**src/rtl/fetch_unit_pkg.sv**
```systemverilog
// ============================================================================
// Module  : fetch_unit_pkg
// Purpose : Shared jump-kind encodings, nop constant and fetch-address window
//           for the fetch stage.
// Revision: 1.0  initial release
// ============================================================================
`default_nettype none

package fetch_unit_pkg;

    typedef enum logic [1:0] {
        JSEL_NONE = 2'b00,
        JSEL_J    = 2'b01,
        JSEL_JR   = 2'b10,
        JSEL_RSVD = 2'b11
    } jsel_e;

    localparam logic [31:0] C_NOP_INSTR    = 32'h0000_0000;
    localparam logic [31:0] C_FETCH_ADDR_LO = 32'h0000_3000;
    localparam logic [31:0] C_FETCH_ADDR_HI = 32'h0000_6FFC;

endpackage

`default_nettype wire

```
**src/rtl/fetch_unit_npc.sv**
```systemverilog
// ============================================================================
// Module  : npc
// Purpose : Next-PC selection, priority jr > j > taken branch > sequential.
// Revision: 1.0  initial release
// ============================================================================
`default_nettype none

module npc
    import fetch_unit_pkg::*;
(
    input  logic [31:0] f_pc_i,
    input  logic [31:0] d_pc_i,
    input  logic [25:0] d_instr_idx_i,
    input  logic        d_is_branch_i,
    input  jsel_e       d_jsel_i,
    input  logic [31:0] d_rd1_i,
    output logic [31:0] npc_o
);

    logic [31:0] w_seq;
    logic [31:0] w_br;
    logic [31:0] w_jmp;

    always_comb begin
        w_seq = f_pc_i + 32'd4;
        // Branch offset is relative to the delay-slot address, wrapping mod 2^32.
        w_br  = d_pc_i + 32'd4 + {{14{d_instr_idx_i[15]}}, d_instr_idx_i[15:0], 2'b00};
        w_jmp = {d_pc_i[31:28], d_instr_idx_i, 2'b00};

        if (d_jsel_i == JSEL_JR) begin
            npc_o = d_rd1_i;
        end else if (d_jsel_i == JSEL_J) begin
            npc_o = w_jmp;
        end else if (d_is_branch_i) begin
            npc_o = w_br;
        end else begin
            npc_o = w_seq;
        end
    end

endmodule

`default_nettype wire

```
**src/rtl/fetch_unit.sv**
```systemverilog
// ============================================================================
// Module  : fetch_unit
// Purpose : PC register and F/D pipeline register with one-delay-slot redirect.
//           Optional macro FETCH_ADDR_CHECK_EN adds the D_excAdEL fetch check.
// Revision: 1.0  initial release
// ============================================================================
`default_nettype none

module fetch_unit
    import fetch_unit_pkg::*;
#(
    parameter logic [31:0] RESET_PC = 32'h0000_3000
) (
    input  logic        clk,
    input  logic        reset,
    input  logic        stall,
    input  logic        D_isBranch,
    input  logic        D_flush,
    input  logic [1:0]  D_jSel,
    input  logic [31:0] D_RD1,
    input  logic [31:0] F_Instr,
    output logic [31:0] F_PC,
    output logic [31:0] D_Instr,
    output logic [31:0] D_PC
`ifdef FETCH_ADDR_CHECK_EN
    ,
    output logic        D_excAdEL
`endif
);

    logic [31:0] pc_q,    pc_d;
    logic [31:0] instr_q, instr_d;
    logic [31:0] dpc_q,   dpc_d;
    logic [31:0] w_npc;
    logic        w_bad_addr;

    npc u_npc (
        .f_pc_i        (pc_q),
        .d_pc_i        (dpc_q),
        .d_instr_idx_i (instr_q[25:0]),
        .d_is_branch_i (D_isBranch),
        .d_jsel_i      (jsel_e'(D_jSel)),
        .d_rd1_i       (D_RD1),
        .npc_o         (w_npc)
    );

`ifdef FETCH_ADDR_CHECK_EN
    logic exc_q, exc_d;

    assign w_bad_addr = (pc_q[1:0] != 2'b00) || (pc_q < C_FETCH_ADDR_LO) || (pc_q > C_FETCH_ADDR_HI);
`else
    assign w_bad_addr = 1'b0;
`endif

    always_comb begin
        pc_d    = pc_q;
        instr_d = instr_q;
        dpc_d   = dpc_q;
        if (!stall) begin
            pc_d  = w_npc;
            dpc_d = pc_q;
            // Annul and bad fetch both replace the captured word with a nop.
            instr_d = (D_flush || w_bad_addr) ? C_NOP_INSTR : F_Instr;
        end
    end

    always_ff @(posedge clk or posedge reset) begin
        if (reset) begin
            pc_q    <= RESET_PC;
            instr_q <= 32'h0000_0000;
            dpc_q   <= 32'h0000_0000;
        end else begin
            pc_q    <= pc_d;
            instr_q <= instr_d;
            dpc_q   <= dpc_d;
        end
    end

`ifdef FETCH_ADDR_CHECK_EN
    always_comb begin
        exc_d = exc_q;
        if (!stall) begin
            exc_d = w_bad_addr && !D_flush;
        end
    end

    always_ff @(posedge clk or posedge reset) begin
        if (reset) begin
            exc_q <= 1'b0;
        end else begin
            exc_q <= exc_d;
        end
    end

    assign D_excAdEL = exc_q;
`endif

    assign F_PC    = pc_q;
    assign D_Instr = instr_q;
    assign D_PC    = dpc_q;

endmodule

`default_nettype wire

```
**config.mk**
```make
export PLATFORM = sky130hd
export DESIGN_NAME = fetch_unit
export DESIGN_NICKNAME = d
export VERILOG_FILES = /design/src/rtl/fetch_unit_pkg.sv /design/src/rtl/fetch_unit_npc.sv /design/src/rtl/fetch_unit.sv
export SDC_FILE = /design/constraint.sdc
export NUM_CORES = 1
export LEC_CHECK = 0
export ABC_AREA = 1
export BUFFER_PORTS_ARGS = -buffer_cell sky130_fd_sc_hd__buf_4
export CAP_MARGIN = 20
export CORE_ASPECT_RATIO = 2
export CORE_MARGIN = 3
export CORE_UTILIZATION = 60
export DETAILED_ROUTE_END_ITERATION = 8
export PLACE_DENSITY = 0.87
export SKIP_CTS_REPAIR_TIMING = 1
export SYNTH_ARGS = -nofsm -noshare
export SYNTH_HDL_FRONTEND = slang
export SYNTH_SLANG_ARGS = --single-unit
```
**constraint.sdc**
```tcl
create_clock -name clk -period 8.1 [get_ports clk]
set_clock_uncertainty 0.05 [all_clocks]
set_input_delay 1.62 -clock clk [delete_from_list [all_inputs] [get_ports clk]]
set_output_delay 1.62 -clock clk [all_outputs]
set_load 0.005 [all_outputs]
```
* Word-level counts from Yosys, hierarchy flattened
Index checks and enable logic that the tools add are counted.
Word-level totals: register bits 96, bits in latches 0, bits in writable memories 0, bits in read-only memories 0, output and inout bits 96, logic and storage cells 12, memories 0
Cells by class: $add $sub $neg 3, $mul 0, div/mod/pow operators 0, magnitude comparators 0, equal/unequal tests 2, shift-type cells 0, mux-type cells 4, bitwise logic cells 0, reductions and logical operators 0
Operators by type and width (number):
- 32-bit 2-to-1 mux | 4
- 32-bit by 3-bit adder with 32-bit output, second input constant | 2
- 32-bit adder | 1
- 2-bit by 1-bit equality test with 1-bit output, second input constant | 1
- 2-bit equality test, second input constant | 1

* Longest topological paths before layout
depth in word-level cells 5, depth in mapped cells 18

* Hierarchy
From an unflattened synthesis, not the netlist that was laid out.
Unflattened totals: cells, all modules 1276, area, all modules 8017.7 um2
By module, submodules not included:
- npc | instances 1, cells an instance 869, area each 4274.1 um2, seq. area each 0.0 um2
- fetch_unit | instances 1, cells an instance 407, area each 3743.6 um2, seq. area each 2404.8 um2

* Least setup slack after synthesis
No wires, ideal clock.
kind in2reg, from in D_jSel[1], to reg pc_q[22], in the netlist F_PC[22], arrival time 2.622 ns, path slack 5.297 ns, cell stages on the path 8, buffers on the path 1, cells stage by stage inv_1 -> nor2_2 -> clkinv_1 -> clkbuf_1 -> o21ai_0 -> a21oi_1 -> nand2_1 -> o21ai_1
On the way: cells in the longest elaborated chain, start to end 3, elaborated cells on any way between the ends 4, those cells by class eq/ne: 2; mux: 2
Ends and longest elaborated chain:
- start: declaration | RTL line fetch_unit.sv:19 | input logic [1:0] D_jSel,
- 2-bit by 1-bit equality test with 1-bit output | RTL line fetch_unit_npc.sv:32 | end else if (d_jsel_i == JSEL_J) begin
- 32-bit 2-to-1 mux | RTL line fetch_unit_npc.sv:32
- 32-bit 2-to-1 mux * | RTL line fetch_unit_npc.sv:30 | if (d_jsel_i == JSEL_JR) begin
- end signal: assignment | RTL line fetch_unit.sv:73 | pc_q <= pc_d;
- end: declaration | RTL line fetch_unit.sv:31 | logic [31:0] pc_q, pc_d;
Mark *: on every way between the ends. The rest lies on a longest branch, timed or not. A chain may end at the register's enable or synchronous reset.

* Worst setup path in the final report
from reg instr_q[15], in the netlist D_Instr[15], to reg pc_q[27], in the netlist F_PC[27]
On the way: cells in the longest elaborated chain, start to end 4
Ends and longest elaborated chain:
- start: declaration | RTL line fetch_unit.sv:32 | logic [31:0] instr_q, instr_d;
- start signal: assignment | RTL line fetch_unit.sv:74 | instr_q <= instr_d;
- 32-bit adder | RTL line fetch_unit_npc.sv:27 | w_br = d_pc_i + 32'd4 + {{14{d_instr_idx_i[15]}}, d_instr_idx_i[15:0], 2'b00};
- 32-bit 2-to-1 mux | RTL line fetch_unit_npc.sv:34 | end else if (d_is_branch_i) begin
- 32-bit 2-to-1 mux | RTL line fetch_unit_npc.sv:32
- 32-bit 2-to-1 mux | RTL line fetch_unit_npc.sv:30
Every way passes these cells.

==> reports/summary.txt <==
Status: completed
Critical path peak fanout: 18
Startpoint Class: register
Max-slew violation count: 0
FP Rows: 57
Layout cells sized above 1: 0.161
Total power: 1.78 mW
Syn Nets: 1300
Max clock buf depth: 2
Critical path type: register to register
CP endpoint kind: register
Die Wd: 86.1 um
Nets: 1443
PortBufs: 166
Reg2Reg Depth: 12
CTS tree: built
DR DRC count: 0
DP Area: 8990 um^2
Dominant cells by area after synthesis: dfrtp_1, nand2_1, ha_1
Mapped Cells: 1170
Antenna violations before repair: 0
Wire per inst: 17.9 um
Avg Inst Size Synth: 6.58 um^2
Setup TNS: 0 ns
Dpl hpwl: 20.6 mm
Area of the mapped netlist: 7690 um^2
Arrival @ worst endpoint: 3.88 ns
Hold path startpoint: D_Instr[31]
Reg2Reg Launch Point: D_Instr[15]
Peak supply drop: 210 uV
Grt total ovfl: 0
Drt first pass iters: 6
Netlist cell types: 40
# IOs: 167
Cell taking the most area after synthesis: dfrtp_1
Total GRT Usage: 0.371
Fin crit share: 0.451
Pleak: 5.22 nW
R2r endpoint: F_PC[27]
Layout area overhead: 20.7%
Worst hold-check path type: register to register
CTS Buf Count: 9
Fmax: 274 MHz
Hold worst-path end: D_Instr[31]
CP required: 8.33 ns
Final setup vio count: 0
Largest net degree at the start of global routing: 93
Pwr dens: 192 nW/um^2
DR vias: 8416
Synthesized flop and latch total: 96
Initial core utilization: 0.624
CTS root buf: clkbuf_16
Ant. Diodes: 0
RSZ-0062 raised after global routing: false
Min cycle time layout: 3.65 ns
Register area: 2400 um^2
Sequential area share after synthesis: 0.313
Slew @ Worst Pin: 1.04 ns
Die height: 166 um
Core ar.: 12300 um^2
Hold Slack: 0.444 ns
Routed wire length: 26.2 mm
CTS clk-pin slew, worst paths: 0.06 ns
Via density: 5.75
Most frequent cells in the layout: nand2_1, inv_1, buf_4
# clock sinks: 96
Max-slew headroom: 0.308
Area share of the largest cell type after synthesis: 0.306
Initial drt markers: 628
Final Hold Fails: 0
Vias in the first global route: 8328
Multi-input logic area: 4450 um^2
Hold depth: 2
Placer Congestion: 0.985
Post-route ant nets: 0
CTS HTree Levels: 3
Internal reg-to-reg setup slack: 4.45 ns
Worst skew pair latency: 0.34 ns
Most common cell after layout, fill and taps aside: nand2_1
Global-route wire length before repair: 41.7 mm
Die area: 14300 um^2
Max-cap violations: 0
Fillers: 1045
Cell area after layout: 9290 um^2
Yosys warning count: 0
report_power, final:
part           leakage [nW]  switching (mW)  total [mW]  internal [mW]
registers              1.20           0.101       0.651          0.550
logic                  3.87           0.414       0.697          0.282
clock network         0.146           0.179       0.434          0.256
per-layer routing:
metal	global-route usage	vias to the layer above	wire [um]
met5	0	-	0
met3	0.0596	93	1790
met1	0.410	3888	9180
met2	0.659	387	13800
met4	0.198	0	1460
li1	-	4048	-
worst max-delay path: stages (launching register included):
cell and delay [ns]:
dfrtp_1 0.83, ha_1 0.35, ha_1 0.37, nand2_1 0.12, nor2_1 0.36, nand2_1 0.09
o21ai_0 0.73, nand2_1 0.10, nand2_1 0.13, nor2_1 0.05, o21ai_0 0.25, nand2_1 0.08
nand2_1 0.06
state kept, by name, indices dropped and copies added, names as in the netlist:
name	cells
D_Instr	32
D_PC	32
F_PC	32
final cells by class:
type | count | share of cell area
clock inverters | 2 | 0.00418
clock buffers | 13 | 0.0280
flip-flops and latches | 96 | 0.259
inverters | 178 | 0.0722
repair buffers | 170 | 0.137
well taps | 147 | 0.0198
multi-input cells | 858 | 0.479
synth_stat cells (all sizes together):
library cell,n
nand3,77
a21oi,47
nand2,388
and2,1
nor4,3
nor3b,1
o22ai,16
nand3b,6
o211ai,13
nor2,77
a31oi,5
xor2,13
clkinv,1
o32ai,1
nand4,10
buf,12
fa,1
o21bai,4
dfstp,2
or2,6
o221ai,2
clkbuf,26
inv,177
dfrtp,94
o21ai,104
ha,58
nor3,21
xnor2,4
logic make-up after synthesis:
logic type,count (synthesis),share of synthesized area
compound gates,192,0.135
xor+xnor,17,0.0193
fa+ha+maj,59,0.0969
buf+inv,216,0.109
flops,96,0.313
simple gates,590,0.327
stage by stage:
| stage | util | instances | setup slack [ns] |
|---|---|---|---|
| after floorplan | - | 1170 | 3.93 |
| after global placement | 0.728 | 1449 | 4.38 |
| after detailed placement | 0.728 | 1449 | 4.30 |
| after CTS | 0.753 | 1464 | 4.46 |
| after global routing | 0.753 | 1464 | 4.27 |
| final | 0.753 | 1464 | 4.45 |
worst max-delay path by stage:
| stage | endpoint | start | slack (ns) |
|---|---|---|---|
| after floorplan | D_Instr[0] | reset | 3.93 |
| after global placement | F_PC[28] | D_jSel[0] | 4.38 |
| after detailed placement | F_PC[28] | D_jSel[1] | 4.30 |
| after CTS | F_PC[27] | D_Instr[15] | 4.46 |
| after global routing | F_PC[27] | D_Instr[15] | 4.27 |
| final | F_PC[27] | D_Instr[15] | 4.45 |
No activity file was read; power rests on OpenSTA's default activity.
